### src/rtl/apb2axi_txn_mgr.sv
// rtl/apb2axi_txn_mgr.sv - pops PENDING directory entries and issues them as AXI4 AR/AW address beats
// Tracks outstanding reads/writes per direction and throttles pops at MAX_OUTST_P.
module apb2axi_txn_mgr #(
    parameter int TAG_W_P      = 4,
    parameter int MAX_OUTST_P  = 4,
    parameter int CNT_W_P      = 4,
    parameter int AXI_ADDR_W_P = 32,
    parameter int DIR_ST_W_P   = 2
) (
    input  logic                                         pclk,
    input  logic                                         presetn,
    input  logic                                         pending_valid,
    input  logic [AXI_ADDR_W_P+TAG_W_P+DIR_ST_W_P+13:0]  pending_entry,
    input  logic [TAG_W_P-1:0]                           pending_tag,
    output logic                                         pending_pop,
    output logic                                         ar_valid,
    input  logic                                         ar_ready,
    output logic [TAG_W_P-1:0]                           ar_id,
    output logic [AXI_ADDR_W_P-1:0]                      ar_addr,
    output logic [7:0]                                   ar_len,
    output logic [2:0]                                   ar_size,
    output logic [1:0]                                   ar_burst,
    output logic                                         aw_valid,
    input  logic                                         aw_ready,
    output logic [TAG_W_P-1:0]                           aw_id,
    output logic [AXI_ADDR_W_P-1:0]                      aw_addr,
    output logic [7:0]                                   aw_len,
    output logic [2:0]                                   aw_size,
    output logic [1:0]                                   aw_burst,
    input  logic                                         rd_done,
    input  logic                                         wr_done,
    output logic [CNT_W_P-1:0]                           rd_outst,
    output logic [CNT_W_P-1:0]                           wr_outst,
    output logic                                         busy,
    output logic                                         err_4k,
    output logic                                         err_underflow
);

    // Entry layout, MSB..LSB: {addr, len, size, burst, is_write, tag, state}
    localparam int TAG_LSB   = DIR_ST_W_P;
    localparam int WR_BIT    = DIR_ST_W_P + TAG_W_P;
    localparam int BURST_LSB = WR_BIT + 1;
    localparam int SIZE_LSB  = WR_BIT + 3;
    localparam int LEN_LSB   = WR_BIT + 6;
    localparam int ADDR_LSB  = WR_BIT + 14;
    localparam logic [CNT_W_P-1:0] MAX_CNT = CNT_W_P'(MAX_OUTST_P);
    localparam logic [1:0] BURST_INCR = 2'b01;

    typedef enum logic [1:0] {IDLE, ISSUE_AR, ISSUE_AW} state_t;
    state_t state;

    logic [AXI_ADDR_W_P-1:0] e_addr;
    logic [7:0]              e_len;
    logic [2:0]              e_size;
    logic [1:0]              e_burst;
    logic                    e_write;
    logic [20:0]             e_bytes;
    logic [20:0]             e_end;
    logic                    e_cross;
    logic                    rd_issue;
    logic                    wr_issue;
    logic                    entry_unused;

    assign e_addr  = pending_entry[ADDR_LSB +: AXI_ADDR_W_P];
    assign e_len   = pending_entry[LEN_LSB +: 8];
    assign e_size  = pending_entry[SIZE_LSB +: 3];
    assign e_burst = pending_entry[BURST_LSB +: 2];
    assign e_write = pending_entry[WR_BIT];
    // Tag comes from pending_tag and state is implied by pending_valid.
    assign entry_unused = ^{pending_entry[TAG_LSB +: TAG_W_P], pending_entry[DIR_ST_W_P-1:0]};

    assign e_bytes = ({13'd0, e_len} + 21'd1) << e_size;
    assign e_end   = {9'd0, e_addr[11:0]} + e_bytes;
    assign e_cross = (e_burst == BURST_INCR) && (e_end > 21'd4096);

    // Head-of-line: a blocked direction stalls the whole queue.
    assign pending_pop = (state == IDLE) && pending_valid &&
                         (e_write ? (wr_outst < MAX_CNT) : (rd_outst < MAX_CNT));

    assign rd_issue = ar_valid && ar_ready;
    assign wr_issue = aw_valid && aw_ready;

    function automatic logic [CNT_W_P-1:0] next_cnt(input logic [CNT_W_P-1:0] cnt,
                                                   input logic inc, input logic dec);
        logic [CNT_W_P-1:0] r;
        r = cnt;
        if (inc && !dec)
            r = cnt + 1'b1;
        else if (dec && !inc && cnt != '0)
            r = cnt - 1'b1;
        return r;
    endfunction

    always_ff @(posedge pclk or negedge presetn) begin
        if (!presetn) begin
            state         <= IDLE;
            busy          <= 1'b0;
            ar_valid      <= 1'b0;
            ar_id         <= '0;
            ar_addr       <= '0;
            ar_len        <= '0;
            ar_size       <= '0;
            ar_burst      <= '0;
            aw_valid      <= 1'b0;
            aw_id         <= '0;
            aw_addr       <= '0;
            aw_len        <= '0;
            aw_size       <= '0;
            aw_burst      <= '0;
            rd_outst      <= '0;
            wr_outst      <= '0;
            err_4k        <= 1'b0;
            err_underflow <= 1'b0;
        end else begin
            rd_outst <= next_cnt(rd_outst, rd_issue, rd_done);
            wr_outst <= next_cnt(wr_outst, wr_issue, wr_done);
            if ((rd_done && !rd_issue && rd_outst == '0) ||
                (wr_done && !wr_issue && wr_outst == '0))
                err_underflow <= 1'b1;

            case (state)
                IDLE: begin
                    if (pending_pop) begin
                        busy <= 1'b1;
                        if (e_cross)
                            err_4k <= 1'b1;
                        if (e_write) begin
                            state    <= ISSUE_AW;
                            aw_valid <= 1'b1;
                            aw_id    <= pending_tag;
                            aw_addr  <= e_addr;
                            aw_len   <= e_len;
                            aw_size  <= e_size;
                            aw_burst <= e_burst;
                        end else begin
                            state    <= ISSUE_AR;
                            ar_valid <= 1'b1;
                            ar_id    <= pending_tag;
                            ar_addr  <= e_addr;
                            ar_len   <= e_len;
                            ar_size  <= e_size;
                            ar_burst <= e_burst;
                        end
                    end
                end
                ISSUE_AR: begin
                    if (ar_ready) begin
                        state    <= IDLE;
                        busy     <= 1'b0;
                        ar_valid <= 1'b0;
                    end
                end
                ISSUE_AW: begin
                    if (aw_ready) begin
                        state    <= IDLE;
                        busy     <= 1'b0;
                        aw_valid <= 1'b0;
                    end
                end
                default: begin
                    state <= IDLE;
                    busy  <= 1'b0;
                end
            endcase
        end
    end

endmodule

### config.mk
export PLATFORM = sky130hd
export DESIGN_NAME = apb2axi_txn_mgr
export DESIGN_NICKNAME = d
export VERILOG_FILES = /design/src/rtl/apb2axi_txn_mgr.sv
export SDC_FILE = /design/constraint.sdc
export NUM_CORES = 1
export LEC_CHECK = 0
export CAP_MARGIN = 10
export CORE_MARGIN = 8
export CORE_UTILIZATION = 35
export CTS_CLUSTER_DIAMETER = 30
export DETAILED_ROUTE_END_ITERATION = 8
export PLACE_DENSITY = 0.73
export SLEW_MARGIN = 10
export SYNTH_ARGS = -nofsm -noshare
export SYNTH_HDL_FRONTEND = slang
export SYNTH_SLANG_ARGS = --single-unit
### constraint.sdc
create_clock -name pclk -period 2.05 [get_ports pclk]
set_input_delay 0.5125 -clock pclk [delete_from_list [all_inputs] [get_ports pclk]]
set_output_delay 0.5125 -clock pclk [all_outputs]
set_load 0.02 [all_outputs]
==> out/metrics.csv, run 1 <==
stage,metric,value,unit
yosys,syn_area,0.00564,mm²
detailed_routing,antenna_left,0,
die,die_w,143,µm
power,p_sw,4.85,mW
finish,fin_area,0.00923,mm²
yosys,syn_nets,554,
detailed_routing,drc_errors,0,
power,clockPowerShare,21.0,%
timing,rsz0062_at_grt,yes,
die,die_area,0.0204,mm²
outcome,violations,negative setup slack,
flow_run,drv_cap,0,
detailed_routing,wire_per_inst,17.3,µm
timing,slew_headroom,73.9,%
finish,final_core_util,58.3,%
clock_tree,insertion_delay,410,ps
hold_path,hp-start,pending_entry[14],
timing,timing.final.max_slew_violations,0,
detailed_routing,drt_pre_antenna_iters,4,
yosys,ys_ff_latch,113,
yosys,yosys_warnings,0,
finish,final_cells,972,
worst_setup_path,timing.rr.start,aw_valid$_DFFE_PN0P_,
clock_tree,tritoncts,built,
finish,diodes,0,
yosys,async_flop_share,100,%
place,port_buffers,168,
timing,hold_violations,0,
yosys,synth.distinct_cells,58,
grt,grt_first_pass_wirelength,26600,µm
die,fp-row-count,46,
clock_tree,cts_inserted_buffers,17,
power,vdd_ir_drop_max,1030,µV
die,io_pins,175,
die,die_h,143,µm
die,core,0.0158,mm²
worst_setup_path,path_max_fanout,4,
clock_tree,clock_sinks,113,
hold_path,min_path_type,in2reg,
timing,worst_slew_pin_slew,389,ps
yosys,synth_edf_count,0,
detailed_routing,vias,4778,
die,start_util,35.6,%
yosys,synth_flop_cell,dfrtp_1,
power,switching_share,35.9,%
grt,grt.overflow.total,0,
detailed_routing,vias_per_cell,4.92,
finish,fillers,1279,
finish,area_growth,63.8,%
power,combPwrFrac,49.5,%
worst_setup_path,critPathLaunchType,input pin,
worst_setup_path,worst_ep_arrival_time,3750,ps
worst_setup_path,cp.required,2330,ps
grt,grt_usage,16.6,%
timing,fin_worst_skew,5.87,ps
yosys,syn_inst,470,
timing,setup_violations,1,
clock_tree,clkTransAtPathRegs,60,ps
timing,max_freq,288,MHz
detailed_routing,drt_iter0_drc,146,
yosys,synthTopCellsByArea,"dfrtp_1 50%, mux2_2 20%, ha_1 4.0%",
power,p_leak,4.06,nW
clock_tree,cts_root_buf,clkbuf_16,
worst_setup_path,end_kind,flip-flop,
clock_tree,clockBufferDepth,2,
yosys,ys_seq_area_share,50.2,%
place,place_inst,926,
outcome,status,"finished, violations left",
place,dp.final_hpwl,12700,µm
yosys,syn_avg_cell_area,12.0,µm²
place,dpl_cell_area,0.00837,mm²
yosys,synth_top_area_share,50.2,%
finish,nNetsFinal,827,
grt,grt_pass1_vias,5144,
place,globalplace.congestion,0.840,
timing,holdWs,378,ps
clock_tree,cts_max_level,4,
worst_setup_path,path_class,in2reg,
yosys,yosysTopAreaCell,dfrtp_1,
detailed_routing,drt_wl_total,16900,µm
timing,period_share,169,%
power,power,13.5,mW
power,power_density,1460,mW/mm²
finish,drive_above_1_share,38.4,%
worst_setup_path,worstSetupStartpoint,pending_entry[13],
timing,setup_ws,-1420,ps
grt,antenna_found_initial,0,
grt,grt_max_degree,41,
power,seqPwrFrac,29.5,%
power,intPower,8.66,mW
timing,post-route-min-period,3470,ps
## metrics by stage
step / TNS, ps / worst slack (ps)
after floorplan: -1420 / -1420
after global placement: -29530 / -2260
after detailed placement: -28840 / -2350
after CTS: -1380 / -1380
after global routing: -1580 / -1580
final: -1420 / -1420
## area by class of cell
type / count / area (µm²) / share of cell area [%]
multi-input combinational: 325 / 2920 / 31.6
inverter: 11 / 41.3 / 0.447
sequential: 113 / 2830 / 30.6
timing repair buffer: 275 / 2610 / 28.2
clock buffer: 19 / 433 / 4.69
clock inverter: 13 / 136 / 1.48
tap: 216 / 270 / 2.93
## registers in the layout, summed over array words and instances, names as in the netlist
signal / flops
ar_addr: 32
ar_burst: 2
ar_id: 4
ar_len: 8
ar_size: 3
ar_valid: 1
aw_addr: 32
aw_burst: 2
aw_id: 4
aw_len: 8
aw_size: 3
aw_valid: 1
busy: 1
err_4k: 1
err_underflow: 1
rd_outst: 4
state: 2
wr_outst: 4
## cell usage in the layout, fill, tap and decap left out, types with 4 or more instances in the layout
cell / Yosys / routed
a21o_1: 4 / 4
a21oi_1: 22 / 17
a21oi_2: 0 / 5
a31oi_1: 4 / 4
buf_12: 0 / 7
buf_4: 0 / 94
buf_6: 1 / 8
clkbuf_16: 0 / 17
clkdlybuf4s50_1: 0 / 149
clkinv_2: 0 / 4
clkinvlp_4: 0 / 4
dfrtp_1: 113 / 113
dlymetal6s2s_1: 0 / 7
ha_1: 18 / 15
inv_1: 11 / 11
mux2_2: 101 / 98
mux2i_1: 9 / 7
nand2_1: 31 / 26
nand2_2: 0 / 4
nand3_1: 6 / 5
nor2_1: 31 / 29
nor2b_1: 5 / 4
nor4_1: 6 / 5
o21a_1: 4 / 4
o21ai_0: 14 / 12
xnor2_1: 8 / 8
## cell usage after synthesis, types with 4 or more instances
master	instances
nand2_1	31
a21oi_1	22
buf_2	4
xor2_1	6
ha_1	18
xnor2_1	8
nand3_1	6
nor4_1	6
mux2i_1	9
dfrtp_1	113
a21o_1	4
a31oi_1	4
nor2b_1	5
o21a_1	4
clkbuf_1	9
inv_1	11
mux2_2	101
buf_1	7
o21ai_0	14
nor2_1	31
## critical path, cell delays in order
cell	delay (ps)
buf_8	90
ha_4	130
and4_4	250
nand2_4	60
xor2_2	200
mux2i_4	90
mux2_4	280
mux2_4	280
ha_4	290
nand2_2	50
a221oi_2	250
o2111ai_2	140
a311oi_2	300
o2111ai_2	180
nor4_4	330
o221a_1	220
a31oi_1	80
## logic make-up after synthesis
logic type | share of synthesized area (%)
buf+inv | 2.35
simple gates | 8.32
mux | 22.2
xor+xnor | 2.17
fa+ha+maj | 5.06
flops | 50.2
compound gates | 9.77
## power by group through the flow
stage | sequential (mW) | combinational, mW | clock (mW)
global route | 4.13 | 7.11 | 3.02
finish | 3.98 | 6.69 | 2.84
CTS | 3.99 | 6.71 | 2.92
detailed placement | 4.01 | 6.64 | 0
global placement | 3.94 | 6.53 | 0
floorplan | 5.33 | 1.89 | 0
## final timing paths
kind | end | slack [ps] | depth (start not counted)
max | err_4k$_DFFE_PN0P_ | -1420 | 17
min | aw_len[2]$_DFFE_PN0P_ | 380 | 2
max reg2reg | wr_outst[3]$_DFFE_PN0P_ | 330 | 9
min reg2reg | err_underflow$_DFFE_PN0P_ | 470 | 2
max in group asynchronous | ar_addr[4]$_DFFE_PN0P_ | 960 | 3
min in group asynchronous | ar_addr[19]$_DFFE_PN0P_ | 540 | 2
## routing by layer
layer,GRT usage [%],vias up,share of wire (%)
met5,0,-,0
met4,6.15,0,2.3
met3,7.41,29,9.0
met2,27.9,134,49
met1,18.3,2363,39
li1,-,2252,-
## timing repair
item,4_1_cts,5_1_grt
setup endpoints to repair,3,9
buffers inserted,10,3
hold buffers,1,0
gates resized for setup,54,33
endpoints found under the hold margin,15,0
pin swaps,21,25
No activity file was read; power rests on OpenSTA's default activity.
==> run 2: changes to the inputs <==
Settings changed: SETUP_SLACK_MARGIN set to 0.5.
==> out/metrics.csv, run 2 (synthesized netlist as in run 1, its figures left out) <==
stage,metric,value,unit,change
detailed_routing,drt_wl_total,18800,µm,+11%
outcome,status,"finished, violations left",,
place,port_buffers,168,,unchanged
flow_run,drv_cap,0,,unchanged
grt,grt_first_pass_wirelength,28500,µm,+7.3%
worst_setup_path,cp_slowest_stage_delay,330,ps,about the same
worst_setup_path,cpMostUsedCell,a21oi_2,,
timing,max_freq,297,MHz,+2.9%
power,power_density,1500,mW/mm²,+2.3%
detailed_routing,dr.max_layer_used,met4,,
finish,layout_commonest_cell,dfrtp_1,,
detailed_routing,met2_length,9060,µm,+9.3%
detailed_routing,drt_pre_antenna_iters,4,,unchanged
detailed_routing,antenna_left,0,,unchanged
worst_setup_path,crit_chain,"buf_8, ha_4, and4_4, nand2_4, xor2_2, mux2i_4, mux2_4, nor2_1, a21oi_2, ha_1, a21oi_2, a22oi_2, nand2_1, xnor2_1, a311o_1, nor4_2, o221a_1, a31oi_1",,
finish,drive_above_1_share,58.9,%,+20 points
timing,holdWs,56.5,ps,-322 ps
worst_setup_path,slowest_stage,ha_1,,
grt,grt_max_degree,45,,+9.8%
finish,multi_input_area,0.00343,mm²,+18%
timing,period_share,164,%,-4.7 points
clock_tree,clock_sinks,113,,unchanged
detailed_routing,drc_errors,0,,unchanged
clock_tree,cts_inserted_buffers,17,,unchanged
worst_setup_path,cp.required,2330,ps,about the same
worst_setup_path,path_class,in2reg,,
finish,seq_area,0.00284,mm²,+0.44%
timing,rsz0062_at_grt,yes,,
detailed_routing,vias,4943,,+3.5%
clock_tree,cts_max_level,4,,unchanged
die,die_h,143,µm,unchanged
finish,area_growth,72.3,%,
clock_tree,cts_root_buf,clkbuf_16,,
clock_tree,clockBufferDepth,2,,unchanged
timing,fin_worst_skew,10.9,ps,+5.04 ps
timing,worst_slew_pin_slew,511,ps,+122 ps
die,core,0.0158,mm²,unchanged
worst_setup_path,end_kind,flip-flop,,
worst_setup_path,crit_family,compound AO/OA/AOI/OAI gates,,
die,fp-row-count,46,,unchanged
grt,grt_pass1_vias,5292,,+2.9%
timing,setup_violations,1,,unchanged
die,io_pins,175,,unchanged
die,die_area,0.0204,mm²,unchanged
hold_path,min_path_type,in2async,,
place,dp.final_hpwl,12900,µm,+1.2%
finish,reg.largest.list,"ar_addr (32), aw_addr (32)",,
timing,slew_headroom,66.0,%,-7.9 points
worst_setup_path,worstPathBufferInverterCount,1,,unchanged
finish,fillers,1264,,-1.2%
grt,antenna_found_initial,0,,unchanged
worst_setup_path,worst_ep_arrival_time,3650,ps,-100 ps
grt,grt.overflow.total,0,,unchanged
power,p_leak,4.79,nW,+18%
finish,diodes,0,,unchanged
die,die_w,143,µm,unchanged
grt,grt_usage,17.9,%,+1.2 points
clock_tree,tritoncts,built,,
detailed_routing,routedLengthMet1,8170,µm,+23%
detailed_routing,drt_iter0_drc,124,,-15%
clock_tree,clkTransAtPathRegs,60,ps,about the same
worst_setup_path,critPathLaunchType,input pin,,
timing,hold_violations,0,,unchanged
worst_setup_path,path_max_fanout,5,,+1
timing,timing.final.max_slew_violations,0,,unchanged
finish,final_cell_mix,"103 x dfrtp_1, 102 x buf_2, 102 x buf_4",,
outcome,violations,negative setup slack,,
timing,setup_ws,-1320,ps,+97.2 ps
timing,post-route-min-period,3370,ps,-97.2 ps
detailed_routing,wire_per_inst,18.8,µm,+8.2%
clock_tree,insertion_delay,410,ps,about the same
finish,final_core_util,61.4,%,+3.0 points
place,globalplace.congestion,0.872,,+3.8%
power,vdd_ir_drop_max,968,µV,-5.9%
detailed_routing,dr_wl_met3,1110,µm,-27%
finish,nNetsFinal,856,,+3.5%
detailed_routing,vias_per_cell,4.94,,+0.46%
die,start_util,35.6,%,unchanged
run 2: metrics by stage:
stage / setup TNS [ps] / power, mW / instance area (µm²) / std cells / setup WS [ps]
2_1_floorplan: -1420 / 7.43 / 5920 / 470 / -1420
3_3_place_gp: -24720 / 10.6 / 8530 / 928 / -2210
4_1_cts: -1370 / 14.0 / 9250 / 978 / -1370
6_report: -1320 / 14.5 / 9710 / 1001 / -1320
3_5_place_dp: -25910 / 10.8 / 8530 / 928 / -2290
5_1_grt: -1530 / 15.3 / 9710 / 1001 / -1530
run 2: what timing repair did:
action                                  in CTS  in global routing
pin swaps                                   40                 12
cloned                                       1                  7
endpoints found under the setup margin     219                119
hold buffers                                 0                  0
buffers inserted                            17                 16
gates resized for setup                    627                 53
hold endpoints to repair                     0                  0
run 2: layout make-up:
type	count	area share, %
clock inverters	12	1.61
flip-flops and latches	113	29.2
clock buffers	20	4.70
multi-input cells	325	35.3
well taps	216	2.78
repair buffers	304	25.9
inverters	11	0.451
run 2: layer usage:
layer	GRT usage (%)	up-vias
met5	0	-
met4	8.45	0
met3	4.71	31
met2	28.4	148
met1	22.2	2443
li1	-	2321
run 2: power breakdown:
part           internal (mW)  total, mW  switching, mW
clock network           1.98       3.05           1.07
registers               3.37       4.11          0.733
logic                   3.79       7.38           3.59
total                   9.14       14.5           5.39
run 2: final timing paths:
kind / startpoint / end / slack (ps) / cells after the start
worst max register to register: rd_outst[3]$_DFFE_PN0P_ / ar_addr[15]$_DFFE_PN0P_ / 330 / 6
worst max-delay path: pending_entry[12] / err_4k$_DFFE_PN0P_ / -1320 / 18
min in group pclk: pending_entry[13] / ar_len[1]$_DFFE_PN0P_ / 470 / 3
worst min-delay path: presetn / ar_addr[29]$_DFFE_PN0P_ / 60 / 1
max in group asynchronous: presetn / ar_addr[13]$_DFFE_PN0P_ / 1350 / 2
worst min register to register: ar_len[0]$_DFFE_PN0P_ / ar_len[0]$_DFFE_PN0P_ / 490 / 2
run 2: worst register-to-register path: stages, from the launching register on:
cell       delay [ps]
dfrtp_2           420
buf_6             130
nor4b_4           320
nand2_4            80
buf_12            170
clkbuf_16         170
mux2_4            300
==> run 3: changes to the inputs <==
==> constraint.sdc (replaced) <==
create_clock -name pclk -period 2.05 [get_ports pclk]
set_input_delay 0.3075 -clock pclk [delete_from_list [all_inputs] [get_ports pclk]]
set_output_delay 0.3075 -clock pclk [all_outputs]
set_load 0.02 [all_outputs]
==> out/metrics.csv, run 3 (synthesized netlist as in run 1, its figures left out) <==
stage,metric,value,unit,change
finish,final_cell_mix,"106 x dlygate4sd2_1, 102 x dfrtp_1, 98 x mux2_4",,
worst_setup_path,crit_chain,"buf_2, and4_4, buf_4, or2_2, mux2i_4, mux2_4, nor2_1, a21oi_2, ha_1, a21oi_2, o211ai_1, a31o_2, a211oi_1, o2bb2ai_1, nor4_2, o221a_1, a31oi_1",,
timing,setup_ws,-1220,ps,+96.6 ps
grt,antenna_found_initial,0,,unchanged
worst_setup_path,end_kind,flip-flop,,
hold_path,hold-path-endpoint,ar_len[2]$_DFFE_PN0P_,,
power,power,14.8,mW,+2.0%
detailed_routing,drc_errors,0,,unchanged
clock_tree,clkTransAtPathRegs,50,ps,about the same
die,die_area,0.0204,mm²,unchanged
clock_tree,tritoncts,built,,
grt,gr-usage-met1,23.6,%,+1.5 points
place,place_inst,909,,-2.0%
die,core,0.0158,mm²,unchanged
power,vdd_ir_drop_max,1120,µV,+15%
hold_path,min_path_type,in2reg,,
grt,grt_max_degree,45,,unchanged
detailed_routing,vias_per_cell,5.15,,+4.3%
finish,layout_commonest_cell,dlygate4sd2_1,,
timing,holdWs,230,ps,+173 ps
power,p_leak,5.03,nW,+5.0%
finish,reg.largest.list,"ar_addr (32), aw_addr (32)",,
place,dp_worst_setup_slack,-2210,ps,+75.8 ps
finish,multi_input_area,0.00350,mm²,+2.2%
worst_setup_path,path_max_fanout,5,,unchanged
grt,grt.overflow.total,0,,unchanged
detailed_routing,vias,5171,,+4.6%
power,power_density,1440,mW/mm²,-3.8%
timing,fin_worst_skew,10.1,ps,-0.805 ps
grt,use_met3,5.84,%,+1.1 points
worst_setup_path,worstSetupStartpoint,pending_entry[14],,
worst_setup_path,r2r_slack,190,ps,-140 ps
finish,diodes,0,,unchanged
hold_path,whs_path_depth,2,,
clock_tree,cts_inserted_buffers,17,,unchanged
clock_tree,clock_sinks,113,,unchanged
place,dp.final_hpwl,13000,µm,+0.61%
detailed_routing,drt_wl_total,20800,µm,+11%
finish,fillers,1152,,-8.9%
outcome,status,"finished, violations left",,
worst_setup_path,rr_worst_depth,8,,+2
die,start_util,35.6,%,unchanged
place,globalplace.congestion,0.851,,-2.4%
finish,area_growth,82.7,%,
detailed_routing,antenna_left,0,,unchanged
place,port_buffers,168,,unchanged
finish,final_core_util,65.1,%,+3.7 points
die,fp-row-count,46,,unchanged
detailed_routing,drt_pre_antenna_iters,5,,+1
timing,setup_violations,1,,unchanged
detailed_routing,wire_per_inst,20.7,µm,+10%
clock_tree,cts_max_level,4,,unchanged
clock_tree,cts_root_buf,clkbuf_16,,
clock_tree,insertion_delay,410,ps,about the same
die,die_h,143,µm,unchanged
timing,period_share,160,%,-4.7 points
worst_setup_path,critPathLaunchType,input pin,,
finish,nNetsFinal,859,,+0.35%
timing,max_freq,305,MHz,+3.0%
hold_path,hp-start,pending_entry[14],,
worst_setup_path,cpMostUsedCell,a21oi_2,,
grt,gr-usage-met2,31.8,%,+3.4 points
worst_setup_path,cp.required,2320,ps,about the same
timing,hold_violations,0,,unchanged
finish,final_cells,1004,,+0.30%
grt,busiest_layer,met2,,
timing,timing.final.max_slew_violations,0,,unchanged
worst_setup_path,worst_ep_arrival_time,3540,ps,-110 ps
outcome,violations,negative setup slack,,
clock_tree,clockBufferDepth,2,,unchanged
timing,rsz0062_at_grt,yes,,
timing,worst_slew_pin_slew,521,ps,+11.0 ps
finish,seq_area,0.00284,mm²,about the same
timing,post-route-min-period,3270,ps,-96.6 ps
grt,grt_pass1_vias,5550,,+4.9%
worst_setup_path,path_class,in2reg,,
detailed_routing,drt_iter0_drc,241,,+94%
worst_setup_path,r2r-end,aw_addr[17]$_DFFE_PN0P_,,
worst_setup_path,cp_slowest_stage_delay,330,ps,about the same
timing,slew_headroom,65.2,%,-0.73 points
worst_setup_path,timing.rr.start,rd_outst[2]$_DFFE_PN0P_,,
die,io_pins,175,,unchanged
die,die_w,143,µm,unchanged
grt,grt_first_pass_wirelength,30800,µm,+8.0%
worst_setup_path,slowest_stage,or2_2,,
finish,drive_above_1_share,46.7,%,-12 points
grt,grt_usage,19.3,%,+1.4 points
flow_run,drv_cap,0,,unchanged
-- run 3: final cells by class --
type / count / area share (%)
Clock inverter: 13 / 1.79
Inverter: 11 / 0.450
Multi-Input combinational cell: 325 / 34.0
Clock buffer: 19 / 4.20
Timing Repair Buffer: 307 / 29.3
Sequential cell: 113 / 27.6
Tap cell: 216 / 2.62
-- run 3: worst max-delay path, delay by kind of cell --
kind / cells / cell delay, ps
AO/OA/AOI/OAI: 8 / 1470
adder cells (fa/ha/maj): 1 / 300
buffers and inverters: 2 / 280
multiplexers: 2 / 400
AND/OR/NAND/NOR: 4 / 780
-- run 3: per-layer routing --
| metal | part of all wire (%) | vias to the layer above |
|---|---|---|
| met3 | 5.9 | 26 |
| met5 | 0 | - |
| met2 | 51 | 162 |
| met1 | 42 | 2650 |
| li1 | - | 2333 |
| met4 | 1.9 | 0 |
-- run 3: report_power, final --
group	total (mW)	switching (mW)	internal, mW
clock	3.12	1.09	2.04
combinational	7.54	3.62	3.91
sequential	4.16	0.788	3.37
total	14.8	5.50	9.32
-- run 3: worst max-delay path by stage --
stage          slack (ps)                 end
2_1_floorplan       -1210  err_4k$_DFFE_PN0P_
3_3_place_gp        -2070  err_4k$_DFFE_PN0P_
3_5_place_dp        -2210  err_4k$_DFFE_PN0P_
4_1_cts             -1240  err_4k$_DFFE_PN0P_
5_1_grt             -1440  err_4k$_DFFE_PN0P_
6_report            -1220  err_4k$_DFFE_PN0P_
-- run 3: metrics by stage --
stage,area [µm²],TNS [ps]
finish,10300,-1220
global route,10300,-1440
CTS,9710,-1240
detailed placement,8340,-5110
global placement,8340,-4210
floorplan,5870,-1210
-- run 3: timing repair --
item                       CTS  global route
hold buffers                 1             0
setup endpoints to repair  213           110
setup buffers               24            24
hold endpoints to repair    35             0
gates cloned                 6             8
gates resized for setup    298            71
pin swaps                   23            48
